File: config.mk
export PLATFORM = sky130hd
export DESIGN_NAME = hex_display_scanner_flat
export DESIGN_NICKNAME = d
export VERILOG_FILES = /design/src/rtl/seg7_pkg.sv /design/src/rtl/hex_display_scanner_if.sv /design/src/rtl/hex_to_seg7.sv /design/src/rtl/hex_display_scanner.sv /design/src/flat_wrapper.sv
export SDC_FILE = /design/constraint.sdc
export NUM_CORES = 1
export LEC_CHECK = 0
export ABC_AREA = 1
export CAP_MARGIN = 20
export CORE_MARGIN = 4
export CORE_UTILIZATION = 40
export CTS_BUF_LIST = sky130_fd_sc_hd__clkbuf_16
export DETAILED_ROUTE_END_ITERATION = 10
export DONT_BUFFER_PORTS = 1
export HOLD_SLACK_MARGIN = 0.02
export PLACE_DENSITY_LB_ADDON = 0.3
export SYNTH_ARGS = -nofsm -noshare
export SYNTH_HDL_FRONTEND = slang
export SYNTH_SLANG_ARGS = --single-unit
File: constraint.sdc
create_clock -name clk -period 3 [get_ports clk]
set_input_delay 0.6 -clock clk [delete_from_list [all_inputs] [get_ports clk]]
set_output_delay 0.6 -clock clk [all_outputs]
set_load 0.02 [all_outputs]
File: src/rtl/seg7_pkg.sv
// Shared seven-segment constants: hex glyph table, blank codes, scan FSM states.
// Segment codes are active-low, bit order gfedcba.
package seg7_pkg;

  localparam logic [6:0] SEG_OFF = 7'h7F;
  localparam logic [7:0] AN_OFF  = 8'hFF;

  localparam logic [0:0] GUARD_S = 1'b0;
  localparam logic [0:0] DRIVE_S = 1'b1;

  localparam logic [15:0][6:0] HEX_SEG = {
    7'h0E, 7'h06, 7'h21, 7'h46,
    7'h03, 7'h08, 7'h10, 7'h00,
    7'h78, 7'h02, 7'h12, 7'h19,
    7'h30, 7'h24, 7'h79, 7'h40
  };

  function automatic logic [6:0] hex_seg(input logic [3:0] n);
    return HEX_SEG[n];
  endfunction

endpackage

File: src/rtl/hex_display_scanner_if.sv
// Control and display bundle between the adder datapath and the scanner.
// The master side drives the value/strobes; the scanner owns the display pins.
interface hex_display_scanner_if;

  logic [31:0] value;
  logic        load;
  logic        enable;
  logic        blank_lz;
  logic [6:0]  seg;
  logic [7:0]  an;
  logic [2:0]  digit_idx;
  logic        frame_done;

  modport master (
    output value, load, enable, blank_lz,
    input  seg, an, digit_idx, frame_done
  );

  modport slave (
    input  value, load, enable, blank_lz,
    output seg, an, digit_idx, frame_done
  );

endinterface

File: src/rtl/hex_to_seg7.sv
// Combinational hex nibble to active-low seven-segment glyph.
// Shared by every display block in the slice.
module hex_to_seg7
  import seg7_pkg::*;
(
  input  logic [3:0] nib,
  output logic [6:0] seg
);

  assign seg = hex_seg(nib);

endmodule

File: src/rtl/hex_display_scanner.sv
// Time-multiplexed 8-digit hex scanner with snapshot shadow/display registers.
// The shown word only changes at frame boundaries so digits never tear.
module hex_display_scanner
  import seg7_pkg::*;
#(
  parameter int DIV   = 50000,
  parameter int GUARD = 500,
  parameter int CW    = 16
) (
  input  logic clk,
  input  logic rst,
  hex_display_scanner_if.slave bus
);

  logic [31:0]   shadow;
  logic [31:0]   disp;
  logic [CW-1:0] pre;
  logic [2:0]    idx;
  logic [0:0]    state;
  logic [6:0]    seg_q;
  logic [7:0]    an_q;
  logic          fd_q;

  logic [31:0] hi;
  logic [6:0]  glyph;
  logic        blank;
  logic        slot_end;
  logic        guard_end;

  // hi holds the current nibble and everything above it
  assign hi        = disp >> {idx, 2'b00};
  assign blank     = bus.blank_lz && (idx != 3'd0) && (hi == 32'd0);
  assign slot_end  = (pre == CW'(DIV - 1));
  assign guard_end = (pre == CW'(GUARD - 1));

  hex_to_seg7 u_dec (
    .nib (hi[3:0]),
    .seg (glyph)
  );

  always_ff @(posedge clk) begin
    if (rst) begin
      shadow <= '0;
      disp   <= '0;
      pre    <= '0;
      idx    <= '0;
      state  <= GUARD_S;
      an_q   <= AN_OFF;
      seg_q  <= SEG_OFF;
      fd_q   <= 1'b0;
    end else begin
      if (fd_q)
        disp <= shadow;
      if (bus.load)
        shadow <= bus.value;
      if (!bus.enable) begin
        pre   <= '0;
        idx   <= '0;
        state <= GUARD_S;
        an_q  <= AN_OFF;
        seg_q <= SEG_OFF;
        fd_q  <= 1'b0;
      end else begin
        pre  <= slot_end ? '0 : pre + CW'(1);
        fd_q <= slot_end && (idx == 3'd7);
        case (state)
          DRIVE_S: begin
            an_q  <= ~(8'd1 << idx);
            seg_q <= blank ? SEG_OFF : glyph;
            if (slot_end) begin
              state <= GUARD_S;
              idx   <= idx + 3'd1;
            end
          end
          default: begin
            an_q  <= AN_OFF;
            seg_q <= SEG_OFF;
            if (guard_end)
              state <= DRIVE_S;
          end
        endcase
      end
    end
  end

  assign bus.seg        = seg_q;
  assign bus.an         = an_q;
  assign bus.digit_idx  = idx;
  assign bus.frame_done = fd_q;

endmodule

File: src/flat_wrapper.sv
// flat-port wrapper written by rule: the top's interface ports become plain ports
module hex_display_scanner_flat import seg7_pkg::*;
#(
  parameter int DIV   = 50000,
  parameter int GUARD = 500,
  parameter int CW    = 16
)
  (clk, rst, bus_value, bus_load, bus_enable, bus_blank_lz, bus_seg, bus_an, bus_digit_idx, bus_frame_done);
  hex_display_scanner_if bus_i ();
  input  logic clk;
  input  logic rst;
  input wire logic [$bits(bus_i.value)-1:0] bus_value;
  input wire logic [$bits(bus_i.load)-1:0] bus_load;
  input wire logic [$bits(bus_i.enable)-1:0] bus_enable;
  input wire logic [$bits(bus_i.blank_lz)-1:0] bus_blank_lz;
  output wire logic [$bits(bus_i.seg)-1:0] bus_seg;
  output wire logic [$bits(bus_i.an)-1:0] bus_an;
  output wire logic [$bits(bus_i.digit_idx)-1:0] bus_digit_idx;
  output wire logic [$bits(bus_i.frame_done)-1:0] bus_frame_done;
  assign bus_i.value = bus_value;
  assign bus_i.load = bus_load;
  assign bus_i.enable = bus_enable;
  assign bus_i.blank_lz = bus_blank_lz;
  assign bus_seg = bus_i.seg;
  assign bus_an = bus_i.an;
  assign bus_digit_idx = bus_i.digit_idx;
  assign bus_frame_done = bus_i.frame_done;
  hex_display_scanner #(.DIV(DIV), .GUARD(GUARD), .CW(CW)) u_core (.clk(clk), .rst(rst), .bus(bus_i));
endmodule
Word level (Yosys, flattened, before mapping)
Memories as Yosys holds them, arrays and structs flattened. A register that Yosys moved wholly into a read port is not among the register bits.
Cells that the tools add are included.
{"block": "totals", "ff_bits": 93, "latchBits": 0, "ramBits": 0, "rom_bits": 112, "inputBits": 37, "output_inout_bits": 19, "word_cells": 31, "mem_count": 1}
{"memory": "(name not given)", "depth": 16, "width": 7, "read_ports": 1, "rd_ports_with_merged_regs": 1, "write_ports": 0, "line_no": "seg7_pkg.sv:19", "text": "return HEX_SEG[n];"}
{"block": "op_classes", "add_sub_neg": 2, "mul": 0, "div_mod_pow": 0, "n_lt_le_gt_ge": 0, "n_eq_ne": 3, "shift": 2, "n_mux": 3, "n_bitwise": 3, "n_reduce_logical": 10}
{"operator": "$logic_not 32->1", "n": 1}
{"operator": "$shr 32x5->32", "n": 1}
{"operator": "$add 16x1->16 const B", "n": 1}
{"operator": "$eq 16x16->1 const B", "n": 1}
{"operator": "$eq 16x9->1 const B", "n": 1}
{"operator": "$not 8->8", "n": 1}
{"operator": "$shl 1x3->8 const A", "n": 1}
{"operator": "$reduce_or 3->1", "n": 2}
{"operator": "$reduce_or 4->1", "n": 1}
{"operator": "$add 3x1->3 const B", "n": 1}
{"operator": "$eq 3x3->1 const B", "n": 1}
{"operator": "$logic_and 1x1->1", "n": 3}
{"operator": "$mux 1", "n": 3}
{"operator": "$reduce_bool 3->1", "n": 1}
{"operator": "$not 1->1", "n": 2}
{"operator": "$reduce_and 2->1", "n": 1}
{"operator": "$reduce_or 2->1", "n": 1}

Logic depth before layout (Yosys ltp)
Gate-level depths: netlist of run 1.
{"block": "logic_depth", "depth_word": 4, "mapped_depth": 20, "depth_no_buf": 18}

Modules after synthesis
Synthesis of run 1 repeated with hierarchy kept, for this count alone.
{"block": "unflattened", "cells_unflattened": 657, "area_unflattened_um2": 4535.6}
{"mod": "hex_display_scanner", "n_inst": 1, "cells_per_inst": 608, "area_each_um2": 4261.6, "seq_area_each_um2": 2001.9}
{"mod": "hex_to_seg7", "n_inst": 1, "cells_per_inst": 49, "area_each_um2": 274.0, "seq_area_each_um2": 0.0}

Least setup slack after synthesis of run 1
OpenSTA, ideal clock, no wires.
{"block": "synth_path", "kind": "reg2reg", "startpoint": "register u_core.idx[0] (netlist: u_core.bus.digit_idx[0])", "endpoint": "register u_core.seg_q[0] (netlist: u_core.bus.seg[0])", "setup_ns": 0.117, "t_arrival_ns": 2.128, "required_time_ns": 2.883, "slack_ns": 0.755, "stages_incl_launch_ff": 20, "n_path_buf": 3, "period_less_slack_ns": 2.245, "path_cell_list": "dfxtp_1 > buf_6 > inv_2 > buf_6 > buf_6 > o211ai_2 > nand3_1 > o21ai_2 > inv_1 > ha_1 > nand2_1 > nor2_1 > o21ai_0 > inv_1 > nand2_1 > nor2_1 > nand3_1 > nand2_1 > nand2_2 > nand2_1"}
{"block": "synth_between", "elab_chain_len": 4, "word_cells_on_any_way": 6, "classes_between": "shift: 1; reduce/logical: 5"}
{"element": "start, declared", "line_no": "hex_display_scanner.sv:18", "text": "logic [2:0] idx;"}
{"element": "start signal, assigned", "line_no": "hex_display_scanner.sv:72", "text": "idx <= idx + 3'd1;"}
{"element": "$shr 32x5->32 / $reduce_bool 3->1 (equally long branches)", "line_no": "hex_display_scanner.sv:31, hex_display_scanner.sv:32"}
{"element": "$logic_not 32->1 / $logic_and 1x1->1 (equally long branches)", "line_no": "hex_display_scanner.sv:32", "text": "assign blank = bus.blank_lz && (idx != 3'd0) && (hi == 32'd0);"}
{"element": "$logic_and 1x1->1", "line_no": "hex_display_scanner.sv:32"}
{"element": "$reduce_or 4->1 (no source line)"}
{"element": "end, declared", "line_no": "hex_display_scanner.sv:20", "text": "logic [6:0] seg_q;"}
Several ways; a longest one is shown, not always the timed one.
A chain may end at the register's enable or synchronous reset.

Worst setup path in the final report of run 1
{"block": "layout_path", "startpoint": "register u_core.idx[0] (netlist: u_core.bus.digit_idx[0])", "endpoint": "register u_core.seg_q[2] (netlist: u_core.bus.seg[2])"}
Same word-level chain as after synthesis.

==> results.toml, run 1 <==
[critical_path]
crit_path_end_kind = "flip-flop"
cp-start-kind = "flip-flop"
worstSetupPathType = "reg2reg"
slowest_stage = "inv_2"
crit_top_cell = "nand2_1"
worstPathCellList = "inv_2, nand2_1, nand3_1, nand2_1, o21ai_2, inv_1, ha_1, nand2_1, nor2_1, o21ai_0, inv_1, nand2_1, nor2_1, nand3_1, nand2_1, nand2_2, nand2_1"
worstPathArrival_ns = 2.62
critPathRequiredTime_ns = 3.23
crit_fanout = 30
worst_path_largest_cell_delay_ns = 0.40

[layout]
utilization_pct = 45.2
multi_input_area_sq_um = 2220
drive_above_1_share_pct = 7.34
area_delta_synth_final_pct = 8.73
diodes = 0
nFillCells = 1157
stdcell_count = 780
register_area_sq_um = 2000
final_nets = 684

[clock_tree]
clock_path_buffers = 2
cts-resized-gates = 0
cts_tree = "yes"
clkTransAtPathRegs_ns = 0.06
cts_made_buffers = 9
clk_latency_ns = 0.35
htreeDepth = 3
root_buffer = "clkbuf_16"
cts_num_sinks = 100
post_cts_buffers = 0
cts_hold_buf = 0

[timing]
min_period_ns = 2.38
relSlewSlack_pct = 43.3
fin_setup_tns_ns = 0
maxSlewViolCount = 0
fin_skew_ns = 0.00500
final.setup.worst_slack_ns = 0.616
setup_viol = 0
finalCritPeriodShare_pct = 79.5
rsz0062_at_grt = "no"
hold_viol_final = 0
worst_pin_slew_ns = 0.850
max_freq_mhz = 419

[floorplanning]
coreArea_sq_um = 11000
fp-row-count = 38
ios = 56
dieHeight_microns = 115
die_x_microns = 115
die_area_sq_um = 13200
start_util_pct = 41.6

[drt]
via_per_inst = 5.01
drc = 0
ant_nets = 0
wl_per_cell_microns = 12.6
vias = 3905
routed_wl_mm = 9.80
drt_first_pass_iters = 5
drtIter0Drc = 220

[placement]
place.gp.congestion = 0.870
hpwl_mm = 7.11
dp_slack_ns = 0.631
placed_cells = 764
portBuffers = 0

[synthesis]
synth-edff-count = 0
synth_nets = 697
synthDominantAreaCellType = "dfxtp_1"
yosysSeqAreaShare_pct = 43.6
synth.area.top_cells = "dfxtp_1 (44%), nor2_1 (11%), nand2_1 (9.7%)"
yosys_most_used_dff = "dfxtp_1"
syn_area_per_cell_sq_um = 7.08
synthArstFlopShare_pct = 0
synth.most_common_cell = "nor2_1"
yosysTopAreaCellShare_pct = 43.6
synth_cells = 648
yosysUniqueCellTypes = 32
synth_common_cells = "nor2_1 (133), nand2_1 (119), dfxtp_1 (100)"
yosysWarnings = 0
ys_ff_latch = 100
syn_area_sq_um = 4590

[flow_run]
maxCapViolations = 0

[global_route]
grt-ovfl-total = 0
grt_usage_pct = 16.0
grt_pass1_wl_mm = 17.4
antenna_found_initial = 0
grt_start_max_net_pins = 65
first_global_vias = 3745

[power_and_ir_drop]
leakage_nw = 2.12
total_power_w = 0.00275
ir_worst_vdd_mv = 0.417
p_per_area_nw_per_um2 = 551

[run_status]
status = "completed"

[min_path]
min_path_type = "in2reg"
[worst max-delay path: cells and delay by family (launching register included)]
family | cells | cell delay (ns)
and+or+nand+nor | 11 | 0.87
DFF | 1 | 0.32
buffers and inverters | 3 | 0.58
AOI/OAI and AO/OA | 2 | 0.29
adders and majority gates | 1 | 0.21
[layout by cell type (no fill, tap or decap)]
master	Yosys	layout
a21oi_1	28	28
and2_1	1	1
buf_4	1	6
bufinv_16	0	3
clkbuf_16	0	9
clkinv_2	0	1
clkinvlp_4	0	1
dfxtp_1	100	100
ha_1	12	12
inv_1	50	51
inv_2	6	6
inv_6	0	1
nand2_1	119	119
nand2_2	6	6
nand2_4	1	1
nand3_1	39	39
nand3_2	5	5
nand3b_1	3	3
nand4_1	5	5
nor2_1	133	133
nor2_2	1	1
nor2_4	1	1
nor3_1	12	12
nor3_2	2	2
nor3b_1	4	4
nor4_1	2	2
o211ai_2	1	1
o21ai_0	73	73
o21ai_1	6	6
o21ai_2	1	1
o31ai_4	1	1
or2_0	1	1
or2_2	1	1
xor2_1	4	4
[area by class of cell]
type	count	share of cell area [%]
multi-input combinational	462	44.4
sequential	100	40.1
clock buffer	9	4.51
inverter	56	4.21
tap	140	3.51
clock inverter	7	2.31
timing repair buffer	6	0.903
[registers in the layout, summed over array words and instances, names as in the netlist]
| name | count |
|---|---|
| u_core.disp | 32 |
| u_core.state | 1 |
| u_core.bus.digit_idx | 3 |
| u_core.pre | 16 |
| u_core.bus.seg | 7 |
| u_core.bus.frame_done | 1 |
| u_core.shadow | 32 |
| u_core.bus.an | 8 |
[power by group]
group          total [W]  switching [W]  internal (W)
sequential       0.00137      0.0000153       0.00136
combinational  0.0000669      0.0000448     0.0000221
clock            0.00131       0.000493      0.000813
[metrics by stage]
step	cell area [sq um]	hold slack, ns
detailed placement	4650	0.454
floorplan	4590	0.418
global placement	4650	0.429
global route	4990	0.386
finish	4990	0.387
CTS	4990	0.374
[metal layers]
| layer | vias up | routed length [microns] | track usage [%] | part of all wire [%] |
|---|---|---|---|---|
| li1 | 2057 | - | - | - |
| met1 | 1748 | 4850 | 21.6 | 49 |
| met2 | 86 | 4270 | 24.7 | 44 |
| met3 | 14 | 551 | 4.84 | 5.6 |
| met4 | 0 | 137 | 5.01 | 1.4 |
| met5 | - | 0 | 0 | 0 |
[kinds of logic after synthesis]
| family | count (synthesis) | share of synthesized area [%] |
|---|---|---|
| flip-flops | 100 | 43.6 |
| adder cells (fa/ha/maj) | 12 | 3.27 |
| AO/OA/AOI/OAI | 110 | 12.6 |
| buffers and inverters | 86 | 8.07 |
| XOR/XNOR | 4 | 0.763 |
| AND/OR/NAND/NOR | 336 | 31.7 |
[path summary, 6_finish.rpt]
path / slack (ns) / from / depth (start not counted) / endpoint
hold / removal: 0.39 / bus_value[0] / 2 / u_core.shadow[0]$_SDFFE_PP0P_
hold reg to reg: 0.46 / u_core.pre[0]$_SDFF_PP0_ / 1 / u_core.pre[0]$_SDFF_PP0_
setup reg to reg: 0.62 / u_core.bus.digit_idx[0]$_SDFFE_PP0P_ / 17 / u_core.bus.seg[2]$_SDFF_PP1_
setup / recovery: 0.62 / u_core.bus.digit_idx[0]$_SDFFE_PP0P_ / 17 / u_core.bus.seg[2]$_SDFF_PP1_
(Power assumes the default switching activity.)
==> run 2, diff against run 1 <==
- clock period: 3 -> 2 ns (I/O delays scaled with it)
==> results.toml, run 2 (synthesized netlist as in run 1, its figures left out) <==
[run_status]
status = "completed"

[drt]
via_per_inst = 5.06
ant_nets = 0
drt_first_pass_iters = 5
wl_per_cell_microns = 12.8
routed_wl_mm = 10.2
drtIter0Drc = 230
drc = 0
vias = 4009

[timing]
setup_viol = 0
fin_skew_ns = 0.00512
rsz0062_at_grt = "yes"
finalCritPeriodShare_pct = 95.7
max_freq_mhz = 523
worst_pin_slew_ns = 0.475
relSlewSlack_pct = 68.3
hold_viol_final = 0
maxSlewViolCount = 0
whs_ns = 0.184
fin_setup_tns_ns = 0
min_period_ns = 1.91

[critical_path]
crit_fanout = 15
worstSetupPathType = "reg2reg"
worstPathArrival_ns = 2.15
critPathRequiredTime_ns = 2.24
crit_path_end_kind = "flip-flop"
cp-start-kind = "flip-flop"

[power_and_ir_drop]
internal-power_w = 0.00293
p_comb_share_pct = 2.7
p_per_area_nw_per_um2 = 740
power_switching_w = 0.000873
leakage_nw = 2.19
ir_worst_vdd_mv = 0.762
seqPwrFrac_pct = 54.1
p_clk_share_pct = 43.2
p_sw_share_pct = 22.9

[floorplanning]
ios = 56
dieHeight_microns = 115
fp-row-count = 38
die_area_sq_um = 13200
die_x_microns = 115
coreArea_sq_um = 11000
start_util_pct = 41.6

[global_route]
antenna_found_initial = 0
grt_pass1_wl_mm = 17.0
grt_start_max_net_pins = 65
first_global_vias = 3781
grt-ovfl-total = 0
grt_usage_pct = 15.8

[layout]
drive_above_1_share_pct = 12.3
final_common_cell = "nor2_1"
diodes = 0
final_nets = 697
area_delta_synth_final_pct = 12.1
reg_top3 = "u_core.disp: 32 flops, u_core.shadow: 32 flops, u_core.pre: 16 flops"
mostFrequentLayoutCells = "nor2_1 (131), nand2_1 (109), dfxtp_1 (98)"

[min_path]
min_path_type = "in2reg"

[flow_run]
maxCapViolations = 0

[placement]
portBuffers = 0
hpwl_mm = 7.43
place.gp.congestion = 0.902

[clock_tree]
htreeDepth = 3
cts_made_buffers = 9
clk_latency_ns = 0.35
root_buffer = "clkbuf_16"
clock_path_buffers = 2
cts_tree = "yes"
cts_num_sinks = 100
clkTransAtPathRegs_ns = 0.07
==> run 2: area by class of cell <==
class / count / area [sq um]
well taps: 140 / 175
repair buffers: 19 / 158
inverters: 56 / 215
clock inverters: 7 / 58.8
flip-flops and latches: 100 / 2010
fillers: 1150 / 5890
clock buffers: 9 / 225
multi-input cells: 462 / 2300
==> run 2: critical path, stage by stage, from the launching register on <==
cell	delay, ns
dfxtp_4	0.38
inv_6	0.12
nand2_1	0.11
nand3_2	0.10
nand2_2	0.06
o21ai_2	0.16
inv_2	0.08
ha_4	0.16
nand2_2	0.05
nor2_1	0.03
o21ai_1	0.07
inv_1	0.06
nand2_2	0.07
nor2_4	0.03
nand3_2	0.07
nand2_2	0.06
nand2_4	0.11
nand2_2	0.06
==> run 2: power groups by stage <==
stage          registers [W]  clock network, W   logic, W
2_1_floorplan        0.00210                 0  0.0000891
3_3_place_gp         0.00210                 0   0.000101
3_5_place_dp         0.00210                 0   0.000104
4_1_cts              0.00206           0.00170   0.000105
5_1_grt              0.00206           0.00177   0.000123
6_report             0.00206           0.00164   0.000104
==> run 2: repair_timing <==
item	CTS	global route
setup buffers	0	3
hold buffers	0	0
endpoints found under the setup margin	0	9
resized for setup	0	28
==> run 2: worst paths after layout <==
path / from / to / slack (ns) / cells after the start
setup / recovery: u_core.bus.digit_idx[0]$_SDFFE_PP0P_ / u_core.bus.seg[2]$_SDFF_PP1_ / 0.09 / 17
setup reg to reg: u_core.bus.digit_idx[0]$_SDFFE_PP0P_ / u_core.bus.seg[2]$_SDFF_PP1_ / 0.09 / 17
hold reg to reg: u_core.pre[0]$_SDFF_PP0_ / u_core.pre[0]$_SDFF_PP0_ / 0.45 / 1
hold / removal: bus_value[4] / u_core.shadow[4]$_SDFFE_PP0P_ / 0.18 / 2
==> run 2: per-layer routing <==
| layer | GRT usage [%] | part of all wire [%] |
|---|---|---|
| met2 | 24.6 | 45 |
| met4 | 6.03 | 1.7 |
| met1 | 21.1 | 48 |
| met5 | 0 | 0 |
| met3 | 3.89 | 5.4 |
==> run 2: per-stage QoR <==
stage	area (sq um)	total power (W)	util, %	setup slack (ns)	instances
after detailed placement	4740	0.00221	43.0	0.0642	774
after global routing	5140	0.00396	46.6	-0.0833	793
after floorplan	4610	0.00218	-	-0.0255	648
final	5140	0.00381	46.6	0.0869	793
after global placement	4740	0.00220	43.0	0.154	774
after CTS	5020	0.00386	45.6	0.0377	790
